### src/rtl/bram_pwm_bank_if.sv
// BRAM port-B read bus between the PWM bank (master) and the block RAM (slave).
// Read strobe: bram_rd_en qualifies bram_addr in the same cycle, and bram_dout holds that word RD_LAT cycles later; there is no backpressure.
interface bram_pwm_bank_if #(
  parameter int ADDR_W = 13
);
  logic [ADDR_W-1:0] bram_addr;
  logic              bram_rd_en;
  logic [31:0]       bram_dout;

  modport master (output bram_addr, output bram_rd_en, input bram_dout);
  modport slave  (input bram_addr, input bram_rd_en, output bram_dout);
endinterface

### src/rtl/bram_pwm_bank.sv
// Multi-channel PWM bank. A background scanner fetches compare, enable and period words from a BRAM window into shadow registers.
// The shadow registers are committed atomically at a period wrap.
module bram_pwm_bank #(
  parameter int CH_NUM    = 10,
  parameter int CNT_W     = 8,
  parameter int ADDR_W    = 13,
  parameter int BASE_ADDR = 8100,
  parameter int RD_LAT    = 2,
  parameter bit POL       = 1'b0
) (
  input  logic                  clk25,
  input  logic                  fpga_rst,
  bram_pwm_bank_if.master       bram,
  output logic [CH_NUM-1:0]     pwm_out,
  output logic                  period_tick,
  output logic                  update_tick,
  output logic [1:0]            dbg_state
);
  localparam int IDX_W = $clog2(CH_NUM + 1);
  localparam logic [IDX_W-1:0] LAST_IDX = IDX_W'(CH_NUM);

  typedef enum logic [1:0] {
    S_IDLE  = 2'd0,
    S_READ  = 2'd1,
    S_DRAIN = 2'd2
  } state_e;

  state_e                        state_q, state_d;
  logic [IDX_W-1:0]              idx_q, idx_d;
  logic [RD_LAT-1:0]             tag_vld_q, tag_vld_d;
  logic [RD_LAT-1:0][IDX_W-1:0]  tag_idx_q, tag_idx_d;
  logic [CH_NUM-1:0][CNT_W-1:0]  cmp_sh_q, cmp_sh_d, cmp_act_q, cmp_act_d;
  logic [CH_NUM-1:0]             en_sh_q, en_sh_d, en_act_q, en_act_d;
  logic [CNT_W-1:0]              per_sh_q, per_sh_d, per_act_q, per_act_d;
  logic [CNT_W-1:0]              cnt_q, cnt_d;
  logic                          shadow_valid_q, shadow_valid_d;
  logic [CH_NUM-1:0]             pwm_q, pwm_d;
  logic                          period_tick_q, period_tick_d;
  logic                          update_tick_q, update_tick_d;

  logic                          rd_en;
  logic                          cap_vld, last_cap, wrap;
  logic [IDX_W-1:0]              cap_idx;
  logic [CNT_W-1:0]              cap_val;
  logic                          unused_dout_bits;

  assign cap_vld  = tag_vld_q[RD_LAT-1];
  assign cap_idx  = tag_idx_q[RD_LAT-1];
  assign cap_val  = bram.bram_dout[CNT_W-1:0];
  assign last_cap = cap_vld && (cap_idx == LAST_IDX);
  assign wrap     = (cnt_q == per_act_q);
  assign unused_dout_bits = ^bram.bram_dout[30:CNT_W];

  // Scanner FSM: state register
  always_ff @(posedge clk25) begin
    if (fpga_rst) begin
      state_q <= S_IDLE;
      idx_q   <= '0;
    end else begin
      state_q <= state_d;
      idx_q   <= idx_d;
    end
  end

  // Scanner FSM: next state
  always_comb begin
    state_d = state_q;
    idx_d   = idx_q;
    unique case (state_q)
      S_IDLE: begin
        if (!shadow_valid_q) state_d = S_READ;
      end
      S_READ: begin
        if (idx_q == LAST_IDX) begin
          state_d = S_DRAIN;
          idx_d   = '0;
        end else begin
          idx_d = idx_q + IDX_W'(1);
        end
      end
      S_DRAIN: begin
        if (last_cap) state_d = S_IDLE;
      end
      default: state_d = S_IDLE;
    endcase
  end

  // Scanner FSM: outputs
  always_comb begin
    rd_en = (state_q == S_READ);
  end

  assign bram.bram_rd_en = rd_en;
  assign bram.bram_addr  = ADDR_W'(BASE_ADDR) + ADDR_W'(idx_q);
  assign dbg_state       = state_q;

  // Each issued index travels RD_LAT stages so it emerges alongside its read data.
  always_comb begin
    tag_vld_d    = tag_vld_q;
    tag_idx_d    = tag_idx_q;
    tag_vld_d[0] = rd_en;
    tag_idx_d[0] = idx_q;
    for (int i = 1; i < RD_LAT; i++) begin
      tag_vld_d[i] = tag_vld_q[i-1];
      tag_idx_d[i] = tag_idx_q[i-1];
    end
  end

  always_comb begin
    cmp_sh_d       = cmp_sh_q;
    en_sh_d        = en_sh_q;
    per_sh_d       = per_sh_q;
    shadow_valid_d = shadow_valid_q;
    cmp_act_d      = cmp_act_q;
    en_act_d       = en_act_q;
    per_act_d      = per_act_q;
    update_tick_d  = 1'b0;
    for (int i = 0; i < CH_NUM; i++) begin
      if (cap_vld && (cap_idx == IDX_W'(i))) begin
        cmp_sh_d[i] = cap_val;
        en_sh_d[i]  = bram.bram_dout[31];
      end
    end
    if (last_cap) begin
      per_sh_d       = (cap_val == '0) ? '1 : cap_val;
      shadow_valid_d = 1'b1;
    end
    // A full shadow set is only ever handed over at the wrap, so a period never mixes old and new values.
    if (wrap && shadow_valid_q) begin
      cmp_act_d      = cmp_sh_q;
      en_act_d       = en_sh_q;
      per_act_d      = per_sh_q;
      shadow_valid_d = 1'b0;
      update_tick_d  = 1'b1;
    end
  end

  always_comb begin
    cnt_d         = wrap ? '0 : cnt_q + CNT_W'(1);
    period_tick_d = wrap;
    for (int i = 0; i < CH_NUM; i++) begin
      pwm_d[i] = (en_act_q[i] && (cnt_q < cmp_act_q[i])) ? POL : ~POL;
    end
  end

  always_ff @(posedge clk25) begin
    if (fpga_rst) begin
      tag_vld_q      <= '0;
      tag_idx_q      <= '0;
      cmp_sh_q       <= '0;
      en_sh_q        <= '0;
      per_sh_q       <= '1;
      shadow_valid_q <= 1'b0;
      cmp_act_q      <= '0;
      en_act_q       <= '0;
      per_act_q      <= '1;
      cnt_q          <= '0;
      pwm_q          <= {CH_NUM{~POL}};
      period_tick_q  <= 1'b0;
      update_tick_q  <= 1'b0;
    end else begin
      tag_vld_q      <= tag_vld_d;
      tag_idx_q      <= tag_idx_d;
      cmp_sh_q       <= cmp_sh_d;
      en_sh_q        <= en_sh_d;
      per_sh_q       <= per_sh_d;
      shadow_valid_q <= shadow_valid_d;
      cmp_act_q      <= cmp_act_d;
      en_act_q       <= en_act_d;
      per_act_q      <= per_act_d;
      cnt_q          <= cnt_d;
      pwm_q          <= pwm_d;
      period_tick_q  <= period_tick_d;
      update_tick_q  <= update_tick_d;
    end
  end

  assign pwm_out     = pwm_q;
  assign period_tick = period_tick_q;
  assign update_tick = update_tick_q;
endmodule

### src/flat_wrapper.sv
// flat-port wrapper written by rule: the top's interface ports become plain ports
module bram_pwm_bank_flat 
#(
  parameter int CH_NUM    = 10,
  parameter int CNT_W     = 8,
  parameter int ADDR_W    = 13,
  parameter int BASE_ADDR = 8100,
  parameter int RD_LAT    = 2,
  parameter bit POL       = 1'b0
)
  (clk25, fpga_rst, pwm_out, period_tick, update_tick, dbg_state, bram_bram_addr, bram_bram_rd_en, bram_bram_dout);
  bram_pwm_bank_if #(.ADDR_W(ADDR_W)) bram_i ();
  input  logic clk25;
  input  logic fpga_rst;
  output logic [CH_NUM-1:0] pwm_out;
  output logic period_tick;
  output logic update_tick;
  output logic [1:0] dbg_state;
  output wire logic [$bits(bram_i.bram_addr)-1:0] bram_bram_addr;
  output wire logic [$bits(bram_i.bram_rd_en)-1:0] bram_bram_rd_en;
  input wire logic [$bits(bram_i.bram_dout)-1:0] bram_bram_dout;
  assign bram_bram_addr = bram_i.bram_addr;
  assign bram_bram_rd_en = bram_i.bram_rd_en;
  assign bram_i.bram_dout = bram_bram_dout;
  bram_pwm_bank #(.CH_NUM(CH_NUM), .CNT_W(CNT_W), .ADDR_W(ADDR_W), .BASE_ADDR(BASE_ADDR), .RD_LAT(RD_LAT), .POL(POL)) u_core (.clk25(clk25), .fpga_rst(fpga_rst), .bram(bram_i), .pwm_out(pwm_out), .period_tick(period_tick), .update_tick(update_tick), .dbg_state(dbg_state));
endmodule
### config.mk
export PLATFORM = sky130hd
export DESIGN_NAME = bram_pwm_bank_flat
export DESIGN_NICKNAME = d
export VERILOG_FILES = /design/src/rtl/bram_pwm_bank_if.sv /design/src/rtl/bram_pwm_bank.sv /design/src/flat_wrapper.sv
export SDC_FILE = /design/constraint.sdc
export NUM_CORES = 1
export LEC_CHECK = 0
export BUFFER_PORTS_ARGS = -buffer_cell sky130_fd_sc_hd__buf_2
export CAP_MARGIN = 15
export CORE_MARGIN = 2
export CORE_UTILIZATION = 65
export CTS_CLUSTER_SIZE = 12
export DETAILED_ROUTE_END_ITERATION = 8
export GPL_TIMING_DRIVEN = 0
export PLACE_DENSITY = 0.85
export SETUP_SLACK_MARGIN = 0.2
export SYNTH_ARGS = -nofsm -noshare
export SYNTH_HDL_FRONTEND = slang
export SYNTH_SLANG_ARGS = --single-unit
### constraint.sdc
create_clock -name clk25 -period 5.4 [get_ports clk25]
set_input_delay 0.27 -clock clk25 [delete_from_list [all_inputs] [get_ports clk25]]
set_output_delay 0.27 -clock clk25 [all_outputs]
set_load 0.03 [all_outputs]
==> metrics.md, run 1 <==
| Metric | Value |
|---|---|
| Status | `finished, final reports clean` |
| Arrival @ worst endpoint | `3.09 ns` |
| Main combinational cell family by area after synthesis | `compound AO/OA/AOI/OAI gates` |
| Routed vias/inst | `5.91` |
| Min Tclk post-route | `2.66 ns` |
| Fmax | `376 MHz` |
| Routed length per instance | `18.8 um` |
| Largest net degree at the start of global routing | `16` |
| Max Cap Viol | `0` |
| CTS Buf Count | `24` |
| CTS max path bufs | `3` |
| CTS H-tree depth | `1` |
| Fillers | `1028` |
| Hold Violations, Final | `0` |
| CTS clk-pin slew, worst paths | `0.06 ns` |
| Core Region | `0.0146 sq mm` |
| Hold Path Cell Cnt | `3` |
| #FFs+latches synth | `233` |
| Hold buffers post-CTS | `0` |
| Maximum VDD drop | `0.238 mV` |
| Register-to-Register Path Depth | `6` |
| Vias in the first global route | `between 7000 and 8000` |
| Final worst path period share | `0.492` |
| Synth Area in Simple Gates | `0.111` |
| Worst R2R End | `u_core.cmp_act_q[22]` |
| Ys flop type | `dfxtp_1` |
| Root buffer cell | `clkbuf_16` |
| Synth warn | `0` |
| Placer Congestion | `around 0.86` |
| GRT overflow | `0` |
| Routed Antenna Nets | `0` |
| Hold path startpoint | `bram_bram_dout[2]` |
| RSZ-0062 raised after global routing | `no` |
| Netlist cell types | `50` |
| Clk_skew | `0.0198 ns` |
| Final setup vio count | `0` |
| # diodes | `0` |
| Largest area contributor in the netlist | `dfxtp_1` |
| Worst slack at placement | `2.91 ns` |
| Setup TNS | `0 ns` |
| Mapped Area | `0.00981 sq mm` |
| Post-synth ARST share | `0` |
| Row cnt | `44` |
| Drt pass-1 iters | `5` |
| Area Overhead vs Synth | `11.2%` |
| Pwr Total | `about 0.0034 W` |
| PortBufs | `28` |
| Hold endpoint | `u_core.cmp_sh_q[66]` |
| Post-Synthesis Cells | `968` |
| XOR/XNOR Fraction of Synth Area | `0.0125` |
| Setup ws final | `2.74 ns` |
| Layout cells sized above 1 | `0.110` |
| Most frequent cells in the layout | `233 x dfxtp_1, 91 x nor2_1, 80 x a22o_1` |
| Nets@finish | `~1100` |
| Hold Worst Slack | `0.0264 ns` |
| P_leak | `4.46 nW` |
| Top post-synthesis cells by area | `dfxtp_1 48%, ha_1 9.3%, mux2i_1 7.4%, a22o_1 7.1%, nor2_1 3.5%` |
| EDFF count, synth | `0` |
| Synth Area in Compound Gates | `0.167` |
| Critical Path End Type | `flop` |
| Die width | `127 um` |
| Worst-Margin Slew | `1.10 ns` |
| Hold crit path type | `input port to flop` |
| Max-slew headroom | `0.269` |
| Top cell type's share of synthesized area | `0.475` |
| Final slew viol count | `0` |
| Worst path required time | `5.84 ns` |
| Initial core utilization | `0.670` |
| Synth Area in Adders | `0.0931` |
| Die area | `0.0161 sq mm` |
| Clock Latency Late Sink | `0.52 ns` |
| Hpwl dp | `14600 um` |
| 1st-iter DRT viols | `around 560` |
| Syn Area/Cell | `10.1 sq um` |
| Routed WL | `22900 um` |
| Reg2reg start | `u_core.cnt_q[2]` |
| Sequential fraction of the synthesis area | `0.475` |
| Die height | `127 um` |
| Power density cells | `312 mW/mm^2` |
| # Post-CTS Setup Buffers | `0` |
| Post-CTS sizing | `0` |
| Most common library cell in the layout ignoring fill and taps | `dfxtp_1` |
| Final core occ | `0.745` |
| FF-to-FF setup slack | `between 2 and 3 ns` |
| Io pins | `62` |
| Clock sink count | `233` |
| First-pass GRT wire length | `36800 um` |
| CTS tree | `built` |
| Mux share of post-synthesis cell area | `0.0745` |
| Routed via count | `approximately 7200` |
| DRC | `0` |
| Crit path kind | `flop to flop` |
| Worst-path fanout max | `15` |
| GRT Total Usage | `0.289` |
| Worst Setup Start Kind | `flop` |
| Initial antenna violation count | `0` |
==> Yosys cell counts, drive strengths merged (21+ instances only) <==
library cell,number
ha,73
nand3,24
a21o,30
clkbuf,27
a22o,80
o21ai,21
buf,37
dfxtp,233
mux2i,73
nor2,95
nand2,41
inv,76
==> how the worst max path moves through the flow <==
stage,startpoint,endpoint,slack (ns)
2_1_floorplan,u_core.cnt_q[3],u_core.cmp_act_q[0],3.67
5_1_grt,u_core.cnt_q[3],u_core.cmp_act_q[22],2.74
4_1_cts,u_core.cnt_q[2],u_core.cmp_act_q[22],2.85
3_5_place_dp,u_core.cnt_q[1],u_core.cmp_act_q[22],2.91
3_3_place_gp,u_core.cnt_q[1],u_core.cmp_act_q[18],2.92
6_report,u_core.cnt_q[2],u_core.cmp_act_q[22],2.74
==> flip-flops by register name, summed over array words and instances, names as in the netlist <==
name	count
u_core.tag_vld_q	2
u_core.pwm_out	10
u_core.period_tick	1
u_core.per_sh_q	8
u_core.cmp_act_q	80
u_core.en_act_q	10
u_core.idx_q	4
u_core.tag_idx_d	4
u_core.shadow_valid_q	1
u_core.update_tick	1
u_core.per_act_q	8
u_core.en_sh_q	10
u_core.cnt_q	8
u_core.cmp_sh_q	80
u_core.dbg_state	2
u_core.cap_idx	4
==> logic make-up after synthesis <==
family / count (synthesis)
xor+xnor: 14
mux: 73
flops: 233
buf+inv: 140
fa+ha+maj: 73
other cells: 2
simple gates: 218
compound gates: 215
==> report_power, final <==
group | total (W) | switching, W | internal, W
Sequential | 0.00174 | 0.0000180 | 0.00173
Combinational | 0.000150 | 0.000100 | 0.0000500
Clock | 0.00151 | 0.000630 | 0.000877
Total | 0.00340 | 0.000748 | 0.00265
==> area by class of cell <==
type	count	area, sq um	area share
multi-input combinational	601	4520	0.414
buffer	64	363	0.0333
clock inverter	1	8.76	0.000803
timing repair buffer	28	140	0.0128
clock buffer	35	693	0.0636
inverter	76	288	0.0264
sequential	233	4660	0.428
tap	184	230	0.0211
==> per-layer routing <==
layer | GRT usage | vias up | routed length, um
met5 | 0 | - | 0
li1 | - | 3515 | -
met2 | 0.506 | 243 | 11200
met1 | 0.377 | 3416 | 9840
met4 | 0.0905 | 0 | 593
met3 | 0.0329 | 51 | 1290
==> per-stage QoR <==
stage                     area (sq um)  std cells
final                            10900       1222
after floorplan                   9830        974
after global placement           10200       1186
after detailed placement         10200       1186
after global routing             10900       1222
after CTS                        10900       1222
==> worst max-delay path, cell delays in order (launching register included) <==
cell and delay [ns]:
dfxtp_1 1.05, xnor2_1 0.30, and3_4 0.29, nand4_4 0.21, inv_4 0.21, buf_2 0.30
a22o_1 0.21
Power figures use the tool's default switching activity.
==> inputs of run 2 (changes only) <==
CORE_UTILIZATION = 60   (was 65)
PLACE_DENSITY = 0.79   (was 0.85)
clock period = 2.7 ns   (was 5.4 ns; I/O delays follow)
==> run 2 against run 1 <==
  * Final area grew 1.9%
  * Core utilization shrank 4.7 points
  * Global-route usage shrank 1.4 points
  * Clock power grew 120%
  * Worst hold slack gained 0.052 ns
  * Final cell count grew 3.5%
  * Sequential cell count is the same
  * Sequential power grew 100%
  * Clock skew shrank 0.010 ns
  * Critical path depth is the same
  * Sequential share of layout area shrank 0.74 points
  * First-iteration DRC count shrank 2.2%
  * Highest routed layer unchanged
==> metrics.md, run 2 (synthesis results as in run 1) <==
| Metric | Value |
|---|---|
| Clock sink count | `between 200 and 250` |
| Initial antenna violation count | `0` |
| Routed WL | `24000 um` |
| Final slew viol count | `0` |
| Most frequent cells in the layout | `227 x dfxtp_1, 91 x nor2_1, 80 x a22o_1` |
| # diodes | `0` |
| Max Cap Viol | `0` |
| Hold Violations, Final | `0` |
| Worst path required time | `3.10 ns` |
| Power density cells | `640 mW/mm^2` |
| Drt pass-1 iters | `7` |
| Most common library cell in the layout ignoring fill and taps | `dfxtp_1` |
| Worst Setup Start Kind | `flop` |
| Area Overhead vs Synth | `13.3%` |
| Routed Antenna Nets | `0` |
| CTS max path bufs | `3` |
| Worst-Margin Slew | `~1.1 ns` |
| Clk_skew | `between 0.009 and 0.01 ns` |
| RSZ-0062 raised after global routing | `no` |
| Crit path kind | `flop to flop` |
| Row cnt | `between 40 and 50` |
| Worst slack at placement | `0.184 ns` |
| Setup TNS | `0 ns` |
| Worst-path fanout max | `12` |
| Largest net degree at the start of global routing | `16` |
| Die height | `approximately 130 um` |
| Final core occ | `0.697` |
| P_leak | `approximately 4.5 nW` |
| PortBufs | `28` |
| DRC | `0` |
| Largest registers | `u_core.cmp_act_q: 80 flops, u_core.cmp_sh_q: 80 flops` |
| CTS Buf Count | `25` |
| First-pass GRT wire length | `between 30000 and 40000 um` |
| CTS H-tree depth | `1` |
| Die area | `approximately 0.017 sq mm` |
| Io pins | `62` |
| Max-slew headroom | `0.256` |
| Nets@finish | `1144` |
| Core Region | `about 0.016 sq mm` |
| Clock Latency Late Sink | `0.51 ns` |
| Final setup vio count | `0` |
| Hold crit path type | `input port to flop` |
| Initial core utilization | `0.615` |
| Vias in the first global route | `7154` |
| Root buffer cell | `clkbuf_16` |
| Routed via count | `between 7000 and 8000` |
| CTS clk-pin slew, worst paths | `0.06 ns` |
| Fmax | `426 MHz` |
| Die width | `132 um` |
| Hpwl dp | `around 15000 um` |
| Arrival @ worst endpoint | `2.75 ns` |
| Maximum VDD drop | `0.724 mV` |
| Routed vias/inst | `5.80` |
| Hold Worst Slack | `0.0782 ns` |
| Min Tclk post-route | `2.35 ns` |
| Setup ws final | `0.353 ns` |
| Status | `finished, final reports clean` |
| GRT Total Usage | `0.275` |
| CTS tree | `built` |
| 1st-iter DRT viols | `545` |
| Final worst path period share | `0.869` |
| Routed length per instance | `19.0 um` |
| GRT overflow | `0` |
| Critical Path End Type | `flop` |
| Placer Congestion | `between 0.8 and 0.9` |
| Layout cells sized above 1 | `0.120` |
-- run 2: changes by cell type in the layout (fill, tap and decap cells not counted), sizes merged --
| cell | before | now |
|---|---|---|
| dlygate4sd3 | 0 | 8 |
| bufinv | 0 | 2 |
| clkinv | 1 | 3 |
| clkbuf | 62 | 61 |
-- run 2: worst paths after layout --
| path | startpoint | to | slack, ns | depth (start not counted) |
|---|---|---|---|---|
| max | u_core.cnt_q[7] | u_core.en_act_q[7] | 0.35 | 6 |
| max reg2reg | u_core.cnt_q[7] | u_core.en_act_q[7] | 0.35 | 6 |
| min | fpga_rst | u_core.dbg_state[0] | 0.08 | 2 |
| min reg2reg | u_core.tag_vld_q[0] | u_core.tag_vld_q[1] | 0.45 | 1 |
-- run 2: worst max-delay path: stages, from the launching register on --
cell      delay, ns
dfxtp_1        0.84
xnor2_1        0.22
and2_1         0.15
buf_2          0.17
clkbuf_1       0.42
a31oi_1        0.19
a31o_2         0.26
-- run 2: layer usage --
layer  GRT usage  part of all wire  vias to the layer above
met3      0.0346             0.056                       59
met4       0.113             0.035                        0
met1       0.363              0.45                     3530
met5           0                 0                        -
met2       0.458              0.46                      222
li1            -                 -                     3529
-- run 2: layout make-up --
type / count / area (sq um)
Tap cell: 216 / 270
Clock inverter: 5 / 75.1
Sequential cell: 233 / 4670
Multi-Input combinational cell: 601 / 4520
Fill cell: 1213 / 4830
Clock buffer: 34 / 709
Buffer: 64 / 363
Inverter: 76 / 288
Timing Repair Buffer: 36 / 220
-- run 2: metrics by stage --
| stage | std cells | total power, W | area, sq um |
|---|---|---|---|
| 2_1_floorplan | 974 | 0.00375 | 9830 |
| 3_3_place_gp | 1218 | 0.00386 | 10200 |
| 3_5_place_dp | 1218 | 0.00386 | 10200 |
| 4_1_cts | 1265 | 0.00713 | 11100 |
| 5_1_grt | 1265 | 0.00730 | 11100 |
| 6_report | 1265 | 0.00711 | 11100 |
-- run 2: power by group --
part           total (W)  internal [W]  switching [W]
Clock            0.00331       0.00200        0.00130
Combinational   0.000312      0.000106       0.000206
Sequential       0.00349       0.00345      0.0000374
Total            0.00711       0.00556        0.00155
-- run 2: what timing repair did --
item	4_1_cts	5_1_grt
resized for setup	4	2
endpoints found under the hold margin	8	0
hold buffers	8	0
setup buffers	0	0
endpoints found under the setup margin	49	57
